**src/rtl/dpic_perf_cache_counter.sv**
```systemverilog
// rtl/dpic_perf_cache_counter.sv - per-(channel, access type) saturating cache event counters
// A dump FSM snapshots each counter in turn and streams it out, optionally clearing it.
`timescale 1ns/1ps
module dpic_perf_cache_counter #(
  parameter int NUM_CH    = 2,
  parameter int NUM_TYPES = 4,
  parameter int CNT_WIDTH = 32
) (
  input  logic                 clk,
  input  logic                 rst,
  input  logic [NUM_CH-1:0]    ev_valid,
  input  logic [NUM_CH*8-1:0]  ev_type,
  input  logic                 clr,
  input  logic                 dump_start,
  input  logic                 clear_on_dump,
  output logic                 dump_valid,
  input  logic                 dump_ready,
  output logic [7:0]           dump_ch,
  output logic [7:0]           dump_type,
  output logic [CNT_WIDTH-1:0] dump_count,
  output logic                 dump_last,
  output logic                 busy,
  output logic                 sat_any,
  output logic                 err_type
);

  localparam int CH_W = (NUM_CH > 1) ? $clog2(NUM_CH) : 1;
  localparam int TY_W = (NUM_TYPES > 1) ? $clog2(NUM_TYPES) : 1;
  localparam logic [CNT_WIDTH-1:0] CNT_MAX = '1;
  localparam logic [CNT_WIDTH-1:0] CNT_PEN = {{(CNT_WIDTH-1){1'b1}}, 1'b0};
  localparam logic [CNT_WIDTH-1:0] CNT_ONE = {{(CNT_WIDTH-1){1'b0}}, 1'b1};
  localparam logic [CH_W-1:0] CH_LAST = CH_W'(NUM_CH - 1);
  localparam logic [TY_W-1:0] TY_LAST = TY_W'(NUM_TYPES - 1);

  typedef enum logic [1:0] {ST_IDLE, ST_LOAD, ST_SEND} state_e;

  state_e                 state_q;
  logic [CH_W-1:0]        ch_idx_q;
  logic [TY_W-1:0]        ty_idx_q;
  logic                   cod_q;
  logic                   busy_q;
  logic                   dump_valid_q;
  logic [7:0]             dump_ch_q;
  logic [7:0]             dump_type_q;
  logic [CNT_WIDTH-1:0]   dump_count_q;
  logic                   dump_last_q;

  logic [CNT_WIDTH-1:0]   cnt_q [NUM_CH][NUM_TYPES];
  logic [CNT_WIDTH-1:0]   cnt_d [NUM_CH][NUM_TYPES];
  logic [NUM_CH-1:0][NUM_TYPES-1:0] hit;
  logic [NUM_CH-1:0]      ev_bad;
  logic                   sat_hit;
  logic                   sat_q, sat_d;
  logic                   err_q, err_d;

  assign dump_valid = dump_valid_q;
  assign dump_ch    = dump_ch_q;
  assign dump_type  = dump_type_q;
  assign dump_count = dump_count_q;
  assign dump_last  = dump_last_q;
  assign busy       = busy_q;
  assign sat_any    = sat_q;
  assign err_type   = err_q;

  always_comb begin
    hit    = '0;
    ev_bad = '0;
    for (int k = 0; k < NUM_CH; k++) begin
      ev_bad[k] = ev_valid[k] && ({1'b0, ev_type[8*k +: 8]} >= 9'(NUM_TYPES));
      for (int t = 0; t < NUM_TYPES; t++) begin
        hit[k][t] = ev_valid[k] && (ev_type[8*k +: 8] == 8'(t));
      end
    end
  end

  // Priority per counter: clr, then clear-on-dump reload (keeps a same-cycle event), then increment.
  always_comb begin
    sat_hit = 1'b0;
    for (int k = 0; k < NUM_CH; k++) begin
      for (int t = 0; t < NUM_TYPES; t++) begin
        cnt_d[k][t] = cnt_q[k][t];
        if (clr) begin
          cnt_d[k][t] = '0;
        end else if ((state_q == ST_LOAD) && cod_q &&
                     (ch_idx_q == CH_W'(k)) && (ty_idx_q == TY_W'(t))) begin
          cnt_d[k][t] = hit[k][t] ? CNT_ONE : '0;
        end else if (hit[k][t] && (cnt_q[k][t] != CNT_MAX)) begin
          cnt_d[k][t] = cnt_q[k][t] + CNT_ONE;
          if (cnt_q[k][t] == CNT_PEN) begin
            sat_hit = 1'b1;
          end
        end
      end
    end
  end

  assign sat_d = clr ? 1'b0 : (sat_q | sat_hit);
  assign err_d = clr ? 1'b0 : (err_q | (|ev_bad));

  always_ff @(posedge clk or negedge rst) begin
    if (!rst) begin
      for (int k = 0; k < NUM_CH; k++) begin
        for (int t = 0; t < NUM_TYPES; t++) begin
          cnt_q[k][t] <= '0;
        end
      end
      sat_q <= 1'b0;
      err_q <= 1'b0;
    end else begin
      for (int k = 0; k < NUM_CH; k++) begin
        for (int t = 0; t < NUM_TYPES; t++) begin
          cnt_q[k][t] <= cnt_d[k][t];
        end
      end
      sat_q <= sat_d;
      err_q <= err_d;
    end
  end

  // Type index moves fastest; entries are held in SEND until the sink takes them.
  always_ff @(posedge clk or negedge rst) begin
    if (!rst) begin
      state_q      <= ST_IDLE;
      ch_idx_q     <= '0;
      ty_idx_q     <= '0;
      cod_q        <= 1'b0;
      busy_q       <= 1'b0;
      dump_valid_q <= 1'b0;
      dump_ch_q    <= '0;
      dump_type_q  <= '0;
      dump_count_q <= '0;
      dump_last_q  <= 1'b0;
    end else begin
      case (state_q)
        ST_IDLE: begin
          if (dump_start) begin
            state_q  <= ST_LOAD;
            ch_idx_q <= '0;
            ty_idx_q <= '0;
            cod_q    <= clear_on_dump;
            busy_q   <= 1'b1;
          end
        end
        ST_LOAD: begin
          dump_count_q <= cnt_q[ch_idx_q][ty_idx_q];
          dump_ch_q    <= 8'(ch_idx_q);
          dump_type_q  <= 8'(ty_idx_q);
          dump_last_q  <= (ch_idx_q == CH_LAST) && (ty_idx_q == TY_LAST);
          dump_valid_q <= 1'b1;
          state_q      <= ST_SEND;
        end
        ST_SEND: begin
          if (dump_ready) begin
            dump_valid_q <= 1'b0;
            if (dump_last_q) begin
              state_q <= ST_IDLE;
              busy_q  <= 1'b0;
            end else begin
              state_q <= ST_LOAD;
              if (ty_idx_q == TY_LAST) begin
                ty_idx_q <= '0;
                ch_idx_q <= ch_idx_q + CH_W'(1);
              end else begin
                ty_idx_q <= ty_idx_q + TY_W'(1);
              end
            end
          end
        end
        default: begin
          state_q      <= ST_IDLE;
          busy_q       <= 1'b0;
          dump_valid_q <= 1'b0;
        end
      endcase
    end
  end

endmodule

```
**config.mk**
```make
export PLATFORM = sky130hd
export DESIGN_NAME = dpic_perf_cache_counter
export DESIGN_NICKNAME = d
export VERILOG_FILES = /design/src/rtl/dpic_perf_cache_counter.sv
export SDC_FILE = /design/constraint.sdc
export NUM_CORES = 1
export LEC_CHECK = 0
export ABC_CLOCK_PERIOD_IN_PS = 2100
export CORE_MARGIN = 1
export CORE_UTILIZATION = 45
export CTS_CLUSTER_DIAMETER = 200
export DETAILED_ROUTE_END_ITERATION = 10
export PLACE_DENSITY = 0.67
export RECOVER_POWER = 25
export SLEW_MARGIN = 30
export SYNTH_ARGS = -nofsm -noshare
export SYNTH_HDL_FRONTEND = slang
export SYNTH_SLANG_ARGS = --single-unit
export TNS_END_PERCENT = 10
```
**constraint.sdc**
```tcl
create_clock -name clk -period 2.1 [get_ports clk]
set_input_delay 0.315 -clock clk [delete_from_list [all_inputs] [get_ports clk]]
set_output_delay 0.315 -clock clk [all_outputs]
set_load 0.005 [all_outputs]
```
==> flow_summary_export.csv <==
group,metric,value,unit
run_status,result_of_the_run,"finished, violations left",
run_status,violations,"max-capacitance violations, max-slew violations, negative setup slack",
critical_path,critical-path-top-delay-family,"simple AND/OR/NAND/NOR gates",
placement,io_buffers,63,
grt,grt_max_degree,72,
job,maxCapViolations,1,
placement,dp_hpwl,44100,um
die,die-width,202,um
route,antenna_violating_nets_post_route,0,
yosys,ys_ff_latch,302,
yosys,synth.cell_area,18100,um^2
die,die_y,202,um
critical_path,critical_path.startpoint,"cnt_q[53]$_DFFE_PN0P_",
clock_network,number_of_clock_sinks_seen_by_cts,302,
placement,dp_slack,-0.698,ns
grt,residual_overflow_from_global_routing,0,
route,vias,16900,
power,leakagePower,10.2,nW
yosys,ys.warnings.count,0,
sta,total_count_of_hold_check_failures_in_the_final_report,0,
yosys,synth_enable_flop_cells,0,
power,power.density_cell_area,596,nW/um^2
critical_path,cp-start-kind,"flop",
worst_hold_path,holdCritPathClass,"in2reg",
critical_path,cp_data_required_time,2.51,ns
worst_hold_path,hp-start,"ev_valid[1]",
sta,finClkSkew,0.0207,ns
critical_path,regToRegEndpoint,"cnt_q[47]$_DFFE_PN0P_",
critical_path,crit_fanout,3,
clock_network,latest_clock_arrival_within_the_worst_skew_pair,0.54,ns
worst_hold_path,whs_endpoint,"err_type$_DFF_PN0_",
clock_network,clk_transition_reported_paths,0.06,ns
clock_network,clock_path_buffers,3,
critical_path,cp_slowest_cell,"or4_4",
yosys,netlist_instances,1893,
die,ioPinCount,77,
route,drc_errors,0,
yosys,synth.largest_area_cell,"dfrtp_1",
yosys,yosysUniqueCellTypes,77,
grt,first_global_vias,16200,
critical_path,rr_startpoint,"cnt_q[53]$_DFFE_PN0P_",
sta,maxClockFrequency,463,MHz
clock_network,cts.root.buffer_cell,"clkbuf_16",
yosys,ys_top_cells_by_area,"dfrtp_1 42%, mux4_2 8.0%, xor2_1 6.1%",
layout,fill_cells,3316,
yosys,post-synth-top-area-fraction,0.418,
layout,flow.area_growth_from_synthesis,32.4,%
yosys,dominant_synthesized_flop_cell,"dfrtp_1",
die,core_box_area,39700,um^2
critical_path,critical-path-max-stage-delay,0.58,ns
clock_network,cts_tree,"yes",
die,dieArea,41000,um^2
yosys,synthArstFlopShare,1.00,
sta,final_critical_path_setup_slack,-0.0590,ns
layout,insertedDiodeCount,0,
critical_path,cp_cell_sequence,"nand3_2 -> or4_4 -> o41a_1 -> buf_4 -> and4b_1 -> xnor2_1 -> nor2_1",
layout,regArea,7570,um^2
sta,timing_worst_slew_pin_value,1.83,ns
route,drt_wl_total,58800,um
critical_path,cp-end-kind,"flop",
critical_path,crit_buf_inv,1,
sta,final-setup-viol-count,12,
route,drt_pass1_iterations,7,
route,detail_route.vias_per_cell,5.88,
critical_path,rrSetupSlack,-0.06,ns
layout,post_route_cells_drive_above_1_share,0.273,
critical_path,worst-r2r-cell-count,7,
sta,timing.final.crit_period,2.16,ns
critical_path,class_of_the_most_critical_setup_path,"reg2reg",
clock_network,cts_buffers,36,
sta,rsz0062_at_grt,"true",
sta,slew_headroom,-0.219,
sta,timing.final.max_slew_violations,57,
sta,finalCritPeriodShare,1.03,
worst_hold_path,whs_path_depth,4,
yosys,sequential_share_of_the_synthesized_area,0.418,
die,initial_utilization,0.455,
layout,design.final.nets,2359,
placement,globalplace.congestion,0.907,
grt,globalRouteTotalUtil,0.285,
clock_network,cts.htree.levels,2,
power,post-layout-total-power,0.0143,W
critical_path,worst-endpoint-arrival,2.56,ns
die,placementRows,73,
layout,multi_input_comb_area,10500,um^2
grt,antenna_found_initial,1,
yosys,synth.avg_cell_area,9.55,um^2
route,avgRoutedWirePerCell,20.5,um
power,vdd.ir_drop.worst,0.421,mV
grt,grt_pass1_wl,91100,um
route,drt_iter0_markers,1564,
[cell usage after synthesis, drive strengths merged (14+ instances only)]
cell    instances
dfrtp         302
nor2          265
nand2         156
nand3         135
xor2          126
nand4         114
xnor2          86
clkbuf         69
o21ai          67
nor3           65
mux4           64
and3           51
nor4           43
inv            42
mux2i          34
a21oi          30
buf            29
and4           24
or3            24
ha             20
a211oi         16
and2           16
nand2b         14
[cell families (layout without fill, tap and decap cells)]
family | after synthesis | count (layout) | share of synthesized area
adder cells (fa/ha/maj) | 20 | 20 | 0.0138
other | 1 | 13 | 0.000207
XOR/XNOR | 212 | 212 | 0.103
buffers and inverters | 141 | 577 | 0.0322
flip-flops | 302 | 302 | 0.418
AO/OA/AOI/OAI | 154 | 154 | 0.0563
multiplexers | 101 | 101 | 0.100
AND/OR/NAND/NOR | 962 | 962 | 0.277
[how the worst max path moves through the flow]
stage                             end  slack (ns)  cells after the start
2_1_floorplan   cnt_q[89]$_DFFE_PN0P_       -0.08                      6
3_3_place_gp    cnt_q[89]$_DFFE_PN0P_       -0.68                      8
3_5_place_dp    cnt_q[89]$_DFFE_PN0P_       -0.70                      8
4_1_cts        cnt_q[189]$_DFFE_PN0P_       -0.08                      8
5_1_grt         cnt_q[47]$_DFFE_PN0P_       -0.17                      7
6_report        cnt_q[47]$_DFFE_PN0P_       -0.06                      7
[per-layer routing]
metal	track usage	share of wire	vias up
met5	0	0	-
met4	0.132	0.046	0
met3	0.0422	0.073	145
met2	0.438	0.45	746
met1	0.400	0.43	8306
li1	-	-	7662
[final cells by class]
class	count	share of cell area
Clock buffer	53	0.0445
Clock inverter	11	0.00481
Inverter	43	0.00674
Multi-Input combinational cell	1462	0.438
Sequential cell	302	0.316
Tap cell	525	0.0274
Timing Repair Buffer	470	0.163
[worst register-to-register path, delay by kind of cell, from the launching register on]
family	cells	cell delay, ns
xor+xnor	1	0.13
compound gates	1	0.48
buf+inv	1	0.16
flops	1	0.37
simple gates	4	0.93
[cells in the final DEF, fill, tap and decap left out, drive strengths merged, types with 12 or more instances in the layout]
| cell | count |
|---|---|
| conb | 13 |
| nor4 | 43 |
| nor2 | 265 |
| buf | 401 |
| clkdlybuf4s50 | 52 |
| clkbuf | 58 |
| or3 | 24 |
| mux4 | 64 |
| a21oi | 30 |
| nand2 | 156 |
| nor3b | 12 |
| nand2b | 14 |
| or4 | 12 |
| mux2i | 34 |
| nor3 | 65 |
| and2 | 16 |
| o21ai | 67 |
| nand3 | 135 |
| xnor2 | 86 |
| and4 | 24 |
| dfrtp | 302 |
| xor2 | 126 |
| nand4 | 114 |
| and3 | 51 |
| inv | 44 |
| ha | 20 |
| a211oi | 16 |
[stage by stage]
step | cells | hold slack [ns] | utilization | TNS, ns | area, um^2
after floorplan | 1905 | 0.0194 | - | -1.49 | 18300
after global placement | 2786 | 0.328 | 0.560 | -94.32 | 22200
after detailed placement | 2786 | 0.323 | 0.560 | -104.99 | 22200
after CTS | 2851 | 0.354 | 0.593 | -0.280 | 23600
after global routing | 2866 | 0.236 | 0.603 | -5.81 | 23900
final | 2866 | 0.203 | 0.603 | -0.262 | 23900
[power breakdown]
group	switching [W]	internal, W	total [W]
sequential	0.0000749	0.00591	0.00598
clock	0.00255	0.00377	0.00632
combinational	0.00116	0.000809	0.00197
total	0.00379	0.0105	0.0143
[state kept, by name (all words and copies together), names as in the netlist, 2 cells and up]
register and count:
dump_count 32, dump_type 2, cnt_q 256, state_q 2, ty_idx_q 2
[repair_timing]
action,4_1_cts,5_1_grt
gates cloned,0,1
gates resized for setup,26,72
endpoints found under the setup margin,60,154
pin swaps,16,50
hold buffers,1,0
hold endpoints to repair,47,0
setup buffers,1,15
Note: power is estimated with default switching activity, not from simulation.
